**config.mk**
```make
export PLATFORM = sky130hd
export DESIGN_NAME = hazard_ctrl
export DESIGN_NICKNAME = d
export VERILOG_FILES = /design/src/rtl/hazard_ctrl.sv
export SDC_FILE = /design/constraint.sdc
export NUM_CORES = 1
export LEC_CHECK = 0
export BUFFER_PORTS_ARGS = -buffer_cell sky130_fd_sc_hd__buf_2
export CORE_UTILIZATION = 50
export DETAILED_ROUTE_END_ITERATION = 8
export GPL_ROUTABILITY_DRIVEN = 0
export PLACE_DENSITY = 0.7
export SLEW_MARGIN = 20
export SYNTH_ARGS = -nofsm -noshare
export SYNTH_HDL_FRONTEND = slang
export SYNTH_SLANG_ARGS = --single-unit
```
**constraint.sdc**
```tcl
create_clock -name clk -period 4.2 [get_ports clk]
set_input_delay 0.63 -clock clk [delete_from_list [all_inputs] [get_ports clk]]
set_output_delay 0.63 -clock clk [all_outputs]
set_load 0.1 [all_outputs]
```
**src/rtl/hazard_ctrl.sv**
```systemverilog
// hazard_ctrl: hazard and sequencing controller for a 5-stage RV32I pipeline.
// It keeps a shadow copy of the E/M/W destination info, and from that it drives
// the stage stall/flush controls and the E-stage forwarding selects.
// Optional build macro HAZARD_PERF_EN adds saturating stall/flush event counters.
//
// state    | meaning
// ---------+-------------------------------------------------------------
// RUN      | normal issue; branch flush or first load-use bubble decided here
// LD_STALL | extra load-use bubbles for a multi-cycle data RAM (cnt counts down)
module hazard_ctrl #(
  parameter int AW              = 5,
  parameter int LD_STALL_CYCLES = 1
) (
  input  logic          clk,
  input  logic          rst,
  input  logic          valid_d_i,
  input  logic [AW-1:0] rs1_d_i,
  input  logic [AW-1:0] rs2_d_i,
  input  logic [AW-1:0] rd_d_i,
  input  logic          reg_write_d_i,
  input  logic          load_d_i,
  input  logic          pcsrc_e_i,
  output logic          stall_f_o,
  output logic          stall_d_o,
  output logic          flush_d_o,
  output logic          flush_e_o,
  output logic [1:0]    fwd_a_o,
  output logic [1:0]    fwd_b_o
`ifdef HAZARD_PERF_EN
  ,
  output logic [31:0]   stall_cnt_o,
  output logic [31:0]   flush_cnt_o
`endif
);

  typedef struct packed {
    logic          valid;
    logic [AW-1:0] rs1;
    logic [AW-1:0] rs2;
    logic [AW-1:0] rd;
    logic          regWrite;
    logic          load;
  } entE_t;

  // Later stages only ever act as forwarding producers, so only the
  // producer fields are kept for M and W.
  typedef struct packed {
    logic          valid;
    logic [AW-1:0] rd;
    logic          regWrite;
  } entWb_t;

  typedef enum logic {RUN, LD_STALL} state_t;

  localparam logic [2:0] CNT_INIT = 3'(LD_STALL_CYCLES - 1);

  state_t     state, stateNext;
  logic [2:0] cnt, cntNext;
  entE_t      entD, entE;
  entWb_t     entM, entW;
  logic       hz;

  assign entD = {valid_d_i, rs1_d_i, rs2_d_i, rd_d_i, reg_write_d_i, load_d_i};

  assign hz = valid_d_i & entE.valid & entE.load & entE.regWrite &
              (entE.rd != '0) & ((entE.rd == rs1_d_i) | (entE.rd == rs2_d_i));

  function automatic logic [1:0] fwdSel(input logic [AW-1:0] src,
                                        input entWb_t m, input entWb_t w);
    if (src == '0)                                  return 2'b00;
    else if (m.valid && m.regWrite && m.rd == src)  return 2'b10;
    else if (w.valid && w.regWrite && w.rd == src)  return 2'b01;
    else                                            return 2'b00;
  endfunction

  // Shadow scoreboard shifts every cycle; E takes a bubble whenever it is flushed.
  always_ff @(posedge clk) begin
    if (rst) begin
      entE <= '0;
      entM <= '0;
      entW <= '0;
    end else begin
      entW <= entM;
      entM <= {entE.valid, entE.rd, entE.regWrite};
      entE <= flush_e_o ? '0 : entD;
    end
  end

  // State register and bubble counter.
  always_ff @(posedge clk) begin
    if (rst) begin
      state <= RUN;
      cnt   <= '0;
    end else begin
      state <= stateNext;
      cnt   <= cntNext;
    end
  end

  // Next-state and stall/flush decode; a redirect always beats a load-use stall.
  always_comb begin
    stall_f_o = 1'b0;
    stall_d_o = 1'b0;
    flush_d_o = 1'b0;
    flush_e_o = 1'b0;
    stateNext = state;
    cntNext   = cnt;
    if (rst) begin
      flush_d_o = 1'b1;
      flush_e_o = 1'b1;
      stateNext = RUN;
      cntNext   = '0;
    end else begin
      case (state)
        RUN: begin
          if (pcsrc_e_i) begin
            flush_d_o = 1'b1;
            flush_e_o = 1'b1;
          end else if (hz) begin
            stall_f_o = 1'b1;
            stall_d_o = 1'b1;
            flush_e_o = 1'b1;
            cntNext   = CNT_INIT;
            if (LD_STALL_CYCLES > 1) stateNext = LD_STALL;
          end
        end
        LD_STALL: begin
          if (pcsrc_e_i) begin
            flush_d_o = 1'b1;
            flush_e_o = 1'b1;
            stateNext = RUN;
            cntNext   = '0;
          end else begin
            stall_f_o = 1'b1;
            stall_d_o = 1'b1;
            flush_e_o = 1'b1;
            // cnt reaching zero at this edge ends the stall
            if (cnt <= 3'd1) begin
              stateNext = RUN;
              cntNext   = '0;
            end else begin
              cntNext = cnt - 3'd1;
            end
          end
        end
        default: stateNext = RUN;
      endcase
    end
  end

  // Forwarding selects for the instruction currently in E; M beats W.
  always_comb begin
    fwd_a_o = 2'b00;
    fwd_b_o = 2'b00;
    if (!rst) begin
      fwd_a_o = fwdSel(entE.rs1, entM, entW);
      fwd_b_o = fwdSel(entE.rs2, entM, entW);
    end
  end

`ifdef HAZARD_PERF_EN
  // Saturating event counters for stall and front-end flush cycles.
  always_ff @(posedge clk) begin
    if (rst) begin
      stall_cnt_o <= '0;
      flush_cnt_o <= '0;
    end else begin
      if (stall_f_o && stall_cnt_o != 32'hFFFF_FFFF) stall_cnt_o <= stall_cnt_o + 32'd1;
      if (flush_d_o && flush_cnt_o != 32'hFFFF_FFFF) flush_cnt_o <= flush_cnt_o + 32'd1;
    end
  end
`endif

endmodule

```
==> results.py, run 1 <==
metrics = {
    "floorplan": {
        "die-area_um2": 3190,
        "initial_core_util": 0.534,
        "die-width_um": 56.5,
        "ios": 29,
        "rows": 19,
        "core_um2": 2780,
        "die_height_um": 56.5,
    },
    "placed_design": {
        "dp_slack_ns": 1.24,
        "hpwl_um": 2130,
        "place_inst": 205,
        "port-buffer-count": 28,
    },
    "clock_network": {
        "maximum_clock_insertion_buffer_count": 2,
        "cts_num_sinks": 36,
        "ctsHtreeMaxLevel": 2,
        "cts_tree": "yes",
        "clk_pin_slew_ns": 0.10,
        "tritoncts.num_buffers": 5,
        "worst_skew_pair_latency_ns": 0.34,
        "cts_setup_buffers": 0,
        "cts.repair.resized": 0,
        "postCtsHoldBufs": 0,
        "cell_at_the_root_of_the_clock_tree": "sky130_fd_sc_hd__clkbuf_4",
    },
    "worst_setup_path": {
        "worst_r2r_startpoint": "entE[6]",
        "critical_path.startpoint": "entE[6]",
        "worstSetupStartpointType": "flip-flop",
        "reg2regPathDepth": 5,
        "cp_cell_sequence": "xnor2_1 -> nand3_1 -> o22ai_1 -> a21oi_2 -> nor2_1 -> buf_2",
        "regToRegEndpoint": "entE[9]",
        "timing.critical_path.slowest_cell_delay_ns": 0.44,
        "path_class": "reg2out",
        "ff2ff_setup_slack_ns": 2.60,
        "critical_path_maximum_fanout": 20,
        "crit_path_end": "stall_f_o",
        "critical_path.slowest_cell": "sky130_fd_sc_hd__buf_2",
        "critPathCaptureType": "output pin",
        "cp_data_arrival_time_ns": 2.15,
        "cp.required_ns": 3.57,
    },
    "drt": {
        "routed-via-count": 1119,
        "drt-vias-per-instance": 5.25,
        "detail_route.iter0.violations": 32,
        "remaining_drc_errors": 0,
        "dr.pass1.iters": 4,
        "postRouteWirelength_um": 2830,
        "antenna_left": 0,
        "avgRoutedWirePerCell_um": 13.3,
    },
    "yosys": {
        "synth.cell_area_um2": 1480,
        "post-synth-top-area-fraction": 0.486,
        "flip_flop_and_latch_count_after_synthesis": 36,
        "yosysWarningCount": 0,
        "netlist_instances": 152,
        "syn_avg_cell_area_um2": 9.76,
        "synth_enable_flop_cells": 0,
        "synth_nets": 175,
        "synth_top_cells_by_area": "sky130_fd_sc_hd__dfxtp_1, sky130_fd_sc_hd__xor2_1, sky130_fd_sc_hd__and3_1",
        "synth.most_common_cell": "sky130_fd_sc_hd__dfxtp_1",
        "synth_top_cell_by_area": "sky130_fd_sc_hd__dfxtp_1",
        "synth.cells.most_frequent": "sky130_fd_sc_hd__dfxtp_1, sky130_fd_sc_hd__and3_1, sky130_fd_sc_hd__xor2_1",
        "synth.lib_cells_used.distinct": 27,
        "seq_total_area_yosys": 0.486,
        "synth_async_sr_flop_share": 0,
        "ys_dominant_reg_cell": "sky130_fd_sc_hd__dfxtp_1",
    },
    "sta": {
        "grt_setup_unrepaired": "false",
        "max_slew.worst_pin.slew_ns": 0.635,
        "final-setup-viol-count": 0,
        "min_period_over_period": 0.661,
        "finalHoldViolations": 0,
        "finalCriticalPeriod_ns": 2.78,
        "finalWorstSetupSlack_ns": 1.42,
        "worst_hold_margin_ns": 0.475,
        "clock-skew-final_ns": 0.00880,
        "timing.setup.tns_ns": 0,
        "worst_slew_margin_rel": 0.577,
        "achievable-frequency_ghz": 0.360,
        "slew_viol_final": 0,
    },
    "power": {
        "power_density_nw_per_um2": 381,
        "cellLeakagePower_uw": 0.000859,
        "power.ir.vdd_worst_mv": 0.326,
    },
    "finish": {
        "nNetsFinal": 204,
        "layout-drive-gt1-share": 0.209,
        "post-route-util": 0.617,
        "finish.cell_count_without_fillers": 213,
        "area_growth_pct": 15.7,
        "antennaDiodeCount": 0,
    },
    "global_route": {
        "grt.overflow.total": 0,
        "grt_antenna_before_repair": 0,
        "grt_start_max_net_pins": 21,
        "grt_pass1_vias": 1128,
        "global_route_wire_length_before_repair_um": 4960,
        "global_route.usage.total": 0.205,
    },
    "worst_hold_path": {
        "hold_path_class": "reg2reg",
    },
    "status": {
        "outcome": "finished clean",
    },
    "job": {
        "max_cap_viol_count": 0,
    },
}
==> cells in the final DEF, fill, tap and decap left out, drive strengths merged, types with 3 or more instances in the layout <==
master and instances:
nor3 5, clkbuf 6, nor2 6, xor2 18
nor2b 15, nand2 3, inv 6, and3 20
a21oi 3, nand4 3, buf 29, nor4 4
dfxtp 36, xnor2 12
==> registers in the layout, indices dropped and copies added (netlist names) <==
register  count
cnt           3
entE         18
entM          7
entW          7
state         1
==> how the worst min path moves through the flow <==
stage	depth (start not counted)	start	slack [ns]	end
3_5_place_dp	1	entE[17]	0.46	entM[6]
2_1_floorplan	1	entE[17]	0.44	entM[6]
3_3_place_gp	1	entE[17]	0.46	entM[6]
5_1_grt	2	load_d_i	0.49	entE[0]
6_report	1	entE[17]	0.47	entM[6]
4_1_cts	1	entE[17]	0.48	entM[6]
==> power by group <==
group	internal, µW	switching [µW]	total [µW]
logic	28.5	31.0	59.5
registers	351	10.2	361
clock network	125	108	233
total	504	150	654
==> critical path, delay by kind of cell, from the launching register on <==
family	cells	cell delay [ns]
AO/OA/AOI/OAI	2	0.55
XOR/XNOR	1	0.15
buffers and inverters	1	0.44
flip-flops	1	0.42
AND/OR/NAND/NOR	2	0.26
==> metal layers <==
layer | wire (µm) | part of all wire | track usage | vias up
met2 | 1460 | 0.52 | 0.345 | 33
met4 | 76 | 0.027 | 0.105 | 0
met5 | 0 | 0 | 0 | -
met1 | 1150 | 0.41 | 0.229 | 512
li1 | - | - | - | 566
met3 | 144 | 0.051 | 0.0691 | 8
==> stage by stage <==
step,total power (µW),area [µm²]
floorplan,408,1480
CTS,659,1710
global route,684,1720
finish,654,1720
detailed placement,429,1640
global placement,427,1640
==> area by class of cell <==
class | instances | area [µm²]
clock inverters | 2 | 35.0
well taps | 31 | 38.8
flip-flops and latches | 36 | 721
repair buffers | 29 | 148
inverters | 6 | 22.5
multi-input cells | 103 | 711
fillers | 256 | 1060
clock buffers | 6 | 41.3
==> cells by family (layout without fill, tap and decap cells) <==
kind of cell,after synthesis,count (layout),share of synthesized area
AND/OR/NAND/NOR,61,61,0.239
flip-flops,36,36,0.486
XOR/XNOR,30,30,0.177
buffers and inverters,13,43,0.0379
AO/OA/AOI/OAI,9,9,0.0371
adder cells (fa/ha/maj),2,2,0.0169
multiplexers,1,1,0.00675
Power figures use the tool's default switching activity.
==> inputs of run 2 (changes only) <==
clock period = 2.72 ns   (was 4.2 ns; I/O delays follow)
==> run 2 against run 1 <==
  * Global-route usage fell by 0.076 points
  * Sequential share of layout area fell by 1.4 points
  * Non-clock buffer count rose by 2
  * Cell count rose by 0.94%
  * Via count fell by 0.98%
  * First-iteration DRC count fell by 44%
  * Critical path type unchanged
  * Critical endpoint is now fwd_a_o[1]
  * Largest cell class is now multi-input combinational cells
==> results.py, run 2 (synthesis results as in run 1) <==
metrics = {
    "status": {
        "outcome": "finished clean",
    },
    "global_route": {
        "grt_start_max_net_pins": 19,
        "grt_antenna_before_repair": 0,
        "grt_pass1_vias": 1165,
        "grt.overflow.total": 0,
        "global_route_wire_length_before_repair_um": 4890,
        "global_route.usage.total": 0.204,
    },
    "power": {
        "cellLeakagePower_uw": 0.000873,
        "power.ir.vdd_worst_mv": 0.552,
        "power_density_nw_per_um2": 572,
    },
    "drt": {
        "detail_route.iter0.violations": 18,
        "dr.pass1.iters": 4,
        "postRouteWirelength_um": 2760,
        "avgRoutedWirePerCell_um": 12.8,
        "antenna_left": 0,
        "drt-vias-per-instance": 5.15,
        "routed-via-count": 1108,
        "remaining_drc_errors": 0,
    },
    "sta": {
        "max_slew.worst_pin.slew_ns": 0.502,
        "min_period_over_period": 0.870,
        "clock-skew-final_ns": 0.00783,
        "timing.setup.tns_ns": 0,
        "final-setup-viol-count": 0,
        "finalWorstSetupSlack_ns": 0.354,
        "achievable-frequency_ghz": 0.423,
        "slew_viol_final": 0,
        "worst_slew_margin_rel": 0.665,
        "finalCriticalPeriod_ns": 2.37,
        "grt_setup_unrepaired": "false",
        "finalHoldViolations": 0,
        "worst_hold_margin_ns": 0.286,
    },
    "worst_setup_path": {
        "critical_path.slowest_cell": "sky130_fd_sc_hd__buf_2",
        "critPathCaptureType": "output pin",
        "critical_path.startpoint": "entE[16]",
        "worst_r2r_startpoint": "entE[4]",
        "worstSetupStartpointType": "flip-flop",
        "path_class": "reg2out",
        "critical_path_maximum_fanout": 3,
        "cp.required_ns": 2.31,
        "timing.critical_path.buf_inv": 1,
        "cp_data_arrival_time_ns": 1.96,
        "worst_path_dominant_cell_family": "simple AND/OR/NAND/NOR gates",
        "timing.critical_path.slowest_cell_delay_ns": 0.44,
        "cp_cell_sequence": "xor2_1 -> nor4_1 -> nand4_1 -> nor3_2 -> buf_2",
    },
    "clock_network": {
        "cts_tree": "yes",
        "ctsHtreeMaxLevel": 2,
        "clk_pin_slew_ns": 0.11,
        "cts.repair.resized": 0,
        "maximum_clock_insertion_buffer_count": 2,
        "cell_at_the_root_of_the_clock_tree": "sky130_fd_sc_hd__clkbuf_4",
        "postCtsHoldBufs": 0,
        "cts_num_sinks": 36,
        "cts_setup_buffers": 0,
        "tritoncts.num_buffers": 5,
        "worst_skew_pair_latency_ns": 0.34,
    },
    "floorplan": {
        "die-area_um2": 3190,
        "die-width_um": 56.5,
        "rows": 19,
        "core_um2": 2780,
        "ios": 29,
        "initial_core_util": 0.534,
        "die_height_um": 56.5,
    },
    "placed_design": {
        "port-buffer-count": 28,
        "dp_slack_ns": 0.623,
        "hpwl_um": 2160,
    },
    "finish": {
        "area_growth_pct": 19.6,
        "layout.cells.most_common": "sky130_fd_sc_hd__dfxtp_1",
        "nNetsFinal": 206,
        "reg_top3": "entE: 18 flops, entM: 7 flops, entW: 7 flops",
        "mostFrequentLayoutCells": "sky130_fd_sc_hd__dfxtp_1, sky130_fd_sc_hd__buf_2, sky130_fd_sc_hd__and3_1",
        "largest_register_ff_count": 18,
        "layout-drive-gt1-share": 0.228,
        "max_flop_register": "entE",
        "antennaDiodeCount": 0,
    },
    "worst_hold_path": {
        "hold_path_class": "in2reg",
        "worstHoldStart": "rd_d_i[3]",
    },
    "job": {
        "max_cap_viol_count": 0,
    },
}
-- run 2: changes by cell type in the layout (fill, tap and decap cells not counted), moves of 2 or more --
| cell | change |
|---|---|
| sky130_fd_sc_hd__nor3_1 | -2 |
| sky130_fd_sc_hd__buf_2 | -2 |
| sky130_fd_sc_hd__buf_12 | +2 |
| sky130_fd_sc_hd__buf_4 | +2 |
| sky130_fd_sc_hd__nor3_2 | +2 |
-- run 2: worst register-to-register path: stages (launching register included) --
cell and delay [ns]:
sky130_fd_sc_hd__dfxtp_1 0.43, sky130_fd_sc_hd__xnor2_1 0.10, sky130_fd_sc_hd__nand3_1 0.07, sky130_fd_sc_hd__o22ai_1 0.10, sky130_fd_sc_hd__a21oi_1 0.42, sky130_fd_sc_hd__buf_4 0.27, sky130_fd_sc_hd__and3_1 0.18
-- run 2: per-stage QoR --
step / instances / total power (µW) / cell area, µm² / utilization
final: 215 / 1020 / 1780 / 0.638
after global placement: 207 / 661 / 1700 / 0.611
after global routing: 215 / 1060 / 1780 / 0.638
after floorplan: 152 / 631 / 1500 / -
after CTS: 215 / 1030 / 1780 / 0.638
after detailed placement: 207 / 664 / 1700 / 0.611
-- run 2: final cells by class --
class                           instances  area (µm²)
Fill cell                             248        1010
Multi-Input combinational cell        103         724
Sequential cell                        36         721
Timing Repair Buffer                   31         193
Clock buffer                            6        41.3
Tap cell                               31        38.8
Clock inverter                          2        35.0
Inverter                                6        22.5
-- run 2: worst paths after layout --
| path | end | depth (start not counted) | slack, ns |
|---|---|---|---|
| worst min-delay path | entE[5] | 2 | 0.29 |
| worst max register to register | entE[11] | 6 | 1.10 |
| worst min register to register | entM[6] | 1 | 0.47 |
| worst max-delay path | fwd_a_o[1] | 5 | 0.35 |
-- run 2: report_power, final --
group	leakage, µW	switching [µW]	internal, µW
Combinational	0.000537	48.4	44.9
Clock	0.0000422	172	193
Sequential	0.000294	15.4	542
Total	0.000873	236	780
-- run 2: routing by layer --
layer,up-vias,wire length [µm],global-route usage
met5,-,0,0
met4,0,76,0.150
met3,9,112,0.0484
met2,28,1410,0.338
met1,500,1160,0.227
li1,571,-,-
